<file path="src/rtl/alu_pkg.sv">
// Shared definitions for the execute-stage ALU: word width, control width
// and the opcode map driven by the ALU decoder.
package alu_pkg;

   localparam int WORD_LEN    = 32;
   localparam int EXE_CMD_LEN = 2;
   localparam int CTRL_W      = EXE_CMD_LEN + 1;

   typedef enum logic [2:0] {
      ALU_AND  = 3'b000,
      ALU_OR   = 3'b001,
      ALU_ADD  = 3'b010,
      ALU_XOR  = 3'b011,
      ALU_NOR  = 3'b100,
      ALU_SLTU = 3'b101,
      ALU_SUB  = 3'b110,
      ALU_SLT  = 3'b111
   } alu_op_e;

endpackage

</file>
<file path="src/rtl/alu_if.sv">
// Operand/result bundle between the decode/issue side (master) and the ALU (slave).
interface alu_if #(
   parameter int WORD_LEN = alu_pkg::WORD_LEN,
   parameter int CTRL_W   = alu_pkg::CTRL_W
) ();
   import alu_pkg::*;

   logic [WORD_LEN-1:0] a;
   logic [WORD_LEN-1:0] b;
   logic [CTRL_W-1:0]   alucontrol;
   logic                in_valid;
   logic [WORD_LEN-1:0] result;
   logic                zero;
   logic                overflow;
   logic                out_valid;

   modport master (
      output a, b, alucontrol, in_valid,
      input  result, zero, overflow, out_valid
   );

   modport slave (
      input  a, b, alucontrol, in_valid,
      output result, zero, overflow, out_valid
   );

endinterface

</file>
<file path="src/rtl/alu_addsub.sv">
// Shared adder/subtractor: sum = a + (sub ? ~b + 1 : b), with carry-out and
// two's-complement overflow. Serves ADD, SUB, SLT and SLTU.
module alu_addsub #(
   parameter int WORD_LEN = alu_pkg::WORD_LEN
) (
   input  logic                 sub,
   input  logic [WORD_LEN-1:0]  a,
   input  logic [WORD_LEN-1:0]  b,
   output logic [WORD_LEN-1:0]  sum,
   output logic                 carry_out,
   output logic                 overflow
);
   import alu_pkg::*;

   logic [WORD_LEN-1:0] b_eff;
   logic [WORD_LEN:0]   full_sum;

   always_comb begin
      b_eff    = sub ? ~b : b;
      full_sum = {1'b0, a} + {1'b0, b_eff} + {{WORD_LEN{1'b0}}, sub};
   end

   assign sum       = full_sum[WORD_LEN-1:0];
   assign carry_out = full_sum[WORD_LEN];
   // Overflow when both adder inputs share a sign that the sum does not.
   assign overflow  = (a[WORD_LEN-1] == b_eff[WORD_LEN-1]) &&
                      (full_sum[WORD_LEN-1] != a[WORD_LEN-1]);

endmodule

</file>
<file path="src/rtl/alu.sv">
// 32-bit MIPS-style ALU with registered result, zero/overflow flags and a
// one-cycle valid pipeline in front of the EX/MEM boundary.
module alu #(
   parameter int WORD_LEN = alu_pkg::WORD_LEN,
   parameter int CTRL_W   = alu_pkg::CTRL_W
) (
   input  logic  clk,
   input  logic  rst_n,
   alu_if.slave  bus
);
   import alu_pkg::*;

   logic [CTRL_W-1:0]   op;
   logic                sub;
   logic [WORD_LEN-1:0] sum;
   logic                carry_out;
   logic                add_ovf;

   logic [WORD_LEN-1:0] res_comb;
   logic                ovf_comb;

   logic [WORD_LEN-1:0] result_d,    result_q;
   logic                zero_d,      zero_q;
   logic                overflow_d,  overflow_q;
   logic                out_valid_d, out_valid_q;

   assign op  = bus.alucontrol;
   assign sub = (op == ALU_SUB) || (op == ALU_SLT) || (op == ALU_SLTU);

   alu_addsub #(.WORD_LEN(WORD_LEN)) u_addsub (
      .sub       (sub),
      .a         (bus.a),
      .b         (bus.b),
      .sum       (sum),
      .carry_out (carry_out),
      .overflow  (add_ovf)
   );

   always_comb begin
      res_comb = '0;
      ovf_comb = 1'b0;
      case (op)
         ALU_AND:  res_comb = bus.a & bus.b;
         ALU_OR:   res_comb = bus.a | bus.b;
         ALU_ADD:  begin res_comb = sum; ovf_comb = add_ovf; end
         ALU_XOR:  res_comb = bus.a ^ bus.b;
         ALU_NOR:  res_comb = ~(bus.a | bus.b);
         // a - b borrows exactly when the carry-out of a + ~b + 1 is clear.
         ALU_SLTU: res_comb = {{(WORD_LEN-1){1'b0}}, ~carry_out};
         ALU_SUB:  begin res_comb = sum; ovf_comb = add_ovf; end
         // Overflow flips the sign of a - b, so XOR restores the true ordering.
         ALU_SLT:  res_comb = {{(WORD_LEN-1){1'b0}}, sum[WORD_LEN-1] ^ add_ovf};
      endcase
   end

   always_comb begin
      result_d    = result_q;
      zero_d      = zero_q;
      overflow_d  = overflow_q;
      out_valid_d = bus.in_valid;
      if (bus.in_valid) begin
         result_d   = res_comb;
         zero_d     = (res_comb == '0);
         overflow_d = ovf_comb;
      end
   end

   always_ff @(posedge clk or negedge rst_n) begin
      if (!rst_n) begin
         result_q    <= '0;
         zero_q      <= 1'b1;
         overflow_q  <= 1'b0;
         out_valid_q <= 1'b0;
      end else begin
         result_q    <= result_d;
         zero_q      <= zero_d;
         overflow_q  <= overflow_d;
         out_valid_q <= out_valid_d;
      end
   end

   assign bus.result    = result_q;
   assign bus.zero      = zero_q;
   assign bus.overflow  = overflow_q;
   assign bus.out_valid = out_valid_q;

endmodule

</file>
<file path="src/flat_wrapper.sv">
// flat-port wrapper written by rule: the top's interface ports become plain ports
module alu_flat import alu_pkg::*;
#(
   parameter int WORD_LEN = alu_pkg::WORD_LEN,
   parameter int CTRL_W   = alu_pkg::CTRL_W
)
  (clk, rst_n, bus_a, bus_b, bus_alucontrol, bus_in_valid, bus_result, bus_zero, bus_overflow, bus_out_valid);
  alu_if #(.WORD_LEN(WORD_LEN), .CTRL_W(CTRL_W)) bus_i ();
  input  logic clk;
  input  logic rst_n;
  input wire logic [$bits(bus_i.a)-1:0] bus_a;
  input wire logic [$bits(bus_i.b)-1:0] bus_b;
  input wire logic [$bits(bus_i.alucontrol)-1:0] bus_alucontrol;
  input wire logic [$bits(bus_i.in_valid)-1:0] bus_in_valid;
  output wire logic [$bits(bus_i.result)-1:0] bus_result;
  output wire logic [$bits(bus_i.zero)-1:0] bus_zero;
  output wire logic [$bits(bus_i.overflow)-1:0] bus_overflow;
  output wire logic [$bits(bus_i.out_valid)-1:0] bus_out_valid;
  assign bus_i.a = bus_a;
  assign bus_i.b = bus_b;
  assign bus_i.alucontrol = bus_alucontrol;
  assign bus_i.in_valid = bus_in_valid;
  assign bus_result = bus_i.result;
  assign bus_zero = bus_i.zero;
  assign bus_overflow = bus_i.overflow;
  assign bus_out_valid = bus_i.out_valid;
  alu #(.WORD_LEN(WORD_LEN), .CTRL_W(CTRL_W)) u_core (.clk(clk), .rst_n(rst_n), .bus(bus_i));
endmodule
</file>
<file path="config.mk">
export PLATFORM = sky130hd
export DESIGN_NAME = alu_flat
export DESIGN_NICKNAME = d
export VERILOG_FILES = /design/src/rtl/alu_pkg.sv /design/src/rtl/alu_if.sv /design/src/rtl/alu_addsub.sv /design/src/rtl/alu.sv /design/src/flat_wrapper.sv
export SDC_FILE = /design/constraint.sdc
export NUM_CORES = 1
export LEC_CHECK = 0
export BUFFER_PORTS_ARGS = -buffer_cell sky130_fd_sc_hd__buf_2
export CORE_ASPECT_RATIO = 1.5
export CORE_MARGIN = 8
export CORE_UTILIZATION = 45
export DETAILED_ROUTE_END_ITERATION = 10
export GPL_TIMING_DRIVEN = 0
export PLACE_DENSITY = 0.75
export RECOVER_POWER = 100
export SYNTH_ARGS = -nofsm -noshare
export SYNTH_HDL_FRONTEND = slang
export SYNTH_SLANG_ARGS = --single-unit
</file>
<file path="constraint.sdc">
create_clock -name clk -period 1 [get_ports clk]
set_input_delay 0.2 -clock clk [delete_from_list [all_inputs] [get_ports clk]]
set_output_delay 0.2 -clock clk [all_outputs]
set_load 0.01 [all_outputs]
</file>
==> qor.txt <==
f_max: 0.277 GHz
Int Power: 5.88 mW
Worst EP arrival: 3.80 ns
reg-to-reg endpoint: u_core.bus.result[6]$_DFFE_PN0P_
H-tree levels: 2
top cell type's share of synthesized area: 0.198
dpl hpwl: 17,300 µm
die area: 0.0174 mm²
Yosys cell types: 69
vias in the first global route: 6,717
Seq pwr share: 0.176
R2R depth: 4
clk_lat worst skew: 0.28 ns
failing checks: negative setup slack
hold depth: 1
most frequent cell after synthesis: ha_1
CTS root buf: clkbuf_16
Required @ worst endpoint: 1.18 ns
First DRT Iteration DRCs: 512
reg2reg setup slack: 0.08 ns
Buffers on Ports: 103
clock tree buffer depth: 2
Top FF cell, synth: dfrtp_1
final worst-path cycle share: 3.62
total number of vias: 7,110
crit-path cells: buf_12, o21ai_4, clkbuf_16, xnor2_1, ha_2, buf_4, a21oi_1, o211ai_1, o211ai_4, buf_12, o211ai_1, xnor2_1, o21ai_2, or4_4, nor4_2, nand4b_1, o41ai_2
outcome: complete, but fails checks
antenna-violating nets left: 0
slew at the pin with the worst max-slew slack: 0.906 ns
Core Util, Final: 0.672
Setup CP Type: in2reg
die height: 158 µm
flops & latches, synth: 35
core area: 0.0130 mm²
Sw Share: 0.427
Commonest cells post-synth: ha_1 (95), inv_1 (92), a21oi_1 (79)
Area contributors post-synth: ha_1 (20%), dfrtp_1 (14%), xnor2_1 (7.1%)
crit path max fanout: 6
gr usage total: 0.263
number of setup violations in the final report: 48
fin cells: 1,151
Hold-fix buffers, CTS: 0
Post-synth EDFFs: 0
fin crit period: 3.62 ns
Tightest Hold Check Type: in2reg
DRC: 0
CP Launch Type: input pin
number of max-cap violations: 0
layout cell share with drive strength beyond 1: 0.388
CP peak stage delay: 0.56 ns
GRT Residual Overflow: 0
YS warnings: 0
initial antenna violation count: 1
Crit-path slowest cell: or4_4
Clk pwr share: 0.149
worst-case clock skew: 0 ns
std cell rows: 51
PD cells: 1170 mW/mm²
Slew Viols, Final: 0
Slew HR: 0.396
TNS Setup: -61.69 ns
post-synthesis cell count: 789
Post-Route WL: 25,600 µm
Top delay family on crit path: compound AO/OA/AOI/OAI gates
synthesized area per cell: 7.62 µm²
CP Depth: 17
initial core utilization: 0.462
WHS Endpoint: u_core.bus.out_valid$_DFF_PN0_
final RePlAce weighted congestion: 0.947
Critical Path Sink Type: flip-flop
Synth Net Count: 955
unrepaired setup endpoints after global routing: true
vias per inst: 6.18
global-route wire length before repair: 35,300 µm
Yosys top cell by area: ha_1
Gate power share: 0.675
Placed Cells: 1,051
Wirelength per Cell: 22.2 µm
final hold violation count: 0
Top Ports: 105
hold path startpoint: bus_in_valid
peak supply drop: 0.853 mV
largest net degree at the start of global routing: 36
CTS Buf Count: 5
final worst setup slack: -2.62 ns
clock transition at the registers of the reported paths: 0.05 ns
leakage: 4.19 nW
CTS tree: yes
Nets: 1,157
Final Power: 10.2 mW
Synth-to-Final Area Change: 45.6%
Net Switching: 4.37 mW
Reg-to-Reg Start: u_core.bus.result[6]$_DFFE_PN0P_
first-pass iteration count of the detailed router: 6
Worst Path Buf+Inv: 4
register area share after synthesis: 0.146
dpl ws: -3.11 ns
ys async rst share: 1.00
die width: 110 µm
CTS Sinks: 35
synthesized area: 0.00601 mm²
layout by cell type, fill, tap and decap left out, types with 11 or more instances in the layout:
cell / n
xnor2_1: 37
nand2b_1: 22
a21oi_2: 16
inv_1: 92
clkbuf_1: 13
a21oi_1: 58
buf_2: 94
dfrtp_1: 34
o21ai_2: 14
nand2_1: 42
ha_1: 79
mux2i_1: 20
buf_6: 31
o21ai_0: 20
nand4_1: 12
buf_4: 76
nor2b_1: 11
nor2_1: 64
registers in the layout, summed over array words and instances, names as in the netlist:
| register | flops |
|---|---|
| u_core.bus.overflow | 1 |
| u_core.bus.zero | 1 |
| u_core.bus.result | 32 |
| u_core.bus.out_valid | 1 |
timing repair:
action	in CTS	in global routing
cloned	0	1
buffers inserted	47	55
gates resized for setup	93	107
pin swaps	34	68
endpoints found under the setup margin	48	68
how the worst max path moves through the flow:
stage,start,endpoint,slack (ns)
global placement,bus_alucontrol[1],u_core.bus.zero$_DFFE_PN1P_,-3.11
detailed placement,bus_alucontrol[1],u_core.bus.zero$_DFFE_PN1P_,-3.11
CTS,bus_alucontrol[0],u_core.bus.zero$_DFFE_PN1P_,-2.55
floorplan,bus_alucontrol[0],u_core.bus.zero$_DFFE_PN1P_,-2.44
finish,bus_alucontrol[0],u_core.bus.zero$_DFFE_PN1P_,-2.62
global route,bus_alucontrol[0],u_core.bus.zero$_DFFE_PN1P_,-2.78
cells by family after synthesis:
| family | Yosys count | synth area share |
|---|---|---|
| muxes | 41 | 0.0725 |
| buffers and inverters | 134 | 0.0849 |
| adders and majority gates | 96 | 0.201 |
| DFF | 35 | 0.146 |
| xor gates and xnor gates | 55 | 0.0802 |
| AOI/OAI and AO/OA | 215 | 0.239 |
| and+or+nand+nor | 213 | 0.177 |
metal layers:
layer	wire (µm)	vias to the layer above	global-route usage	part of all wire
met5	0	-	0	0
met4	2050	0	0.185	0.080
met3	1910	150	0.0270	0.075
met2	12700	436	0.460	0.50
met1	8920	3352	0.286	0.35
li1	-	3172	-	-
power groups by stage:
stage / sequential [mW] / clock [mW] / combinational, mW
2_1_floorplan: 1.91 / 0 / 3.12
3_3_place_gp: 1.79 / 0 / 4.66
3_5_place_dp: 1.80 / 0 / 4.72
4_1_cts: 1.78 / 1.52 / 5.54
5_1_grt: 1.82 / 1.62 / 7.30
6_report: 1.81 / 1.52 / 6.92
through the flow:
| stage | hold WS (ns) | cell area [µm²] |
|---|---|---|
| after floorplan | -0.0956 | 6240 |
| after global placement | 0.306 | 6950 |
| after detailed placement | 0.323 | 6950 |
| after CTS | 0.0329 | 7840 |
| after global routing | 0.0407 | 8750 |
| final | 0.0412 | 8750 |
final cells by class:
cell class / instances / area (µm²)
clock inverter: 1 / 5.00
antenna: 1 / 2.50
multi-input combinational: 620 / 5480
tap: 159 / 199
sequential: 35 / 877
inverter: 92 / 345
fill: 1021 / 4270
timing repair buffer: 200 / 1460
buffer: 37 / 248
clock buffer: 6 / 139
(Power assumes the default switching activity.)
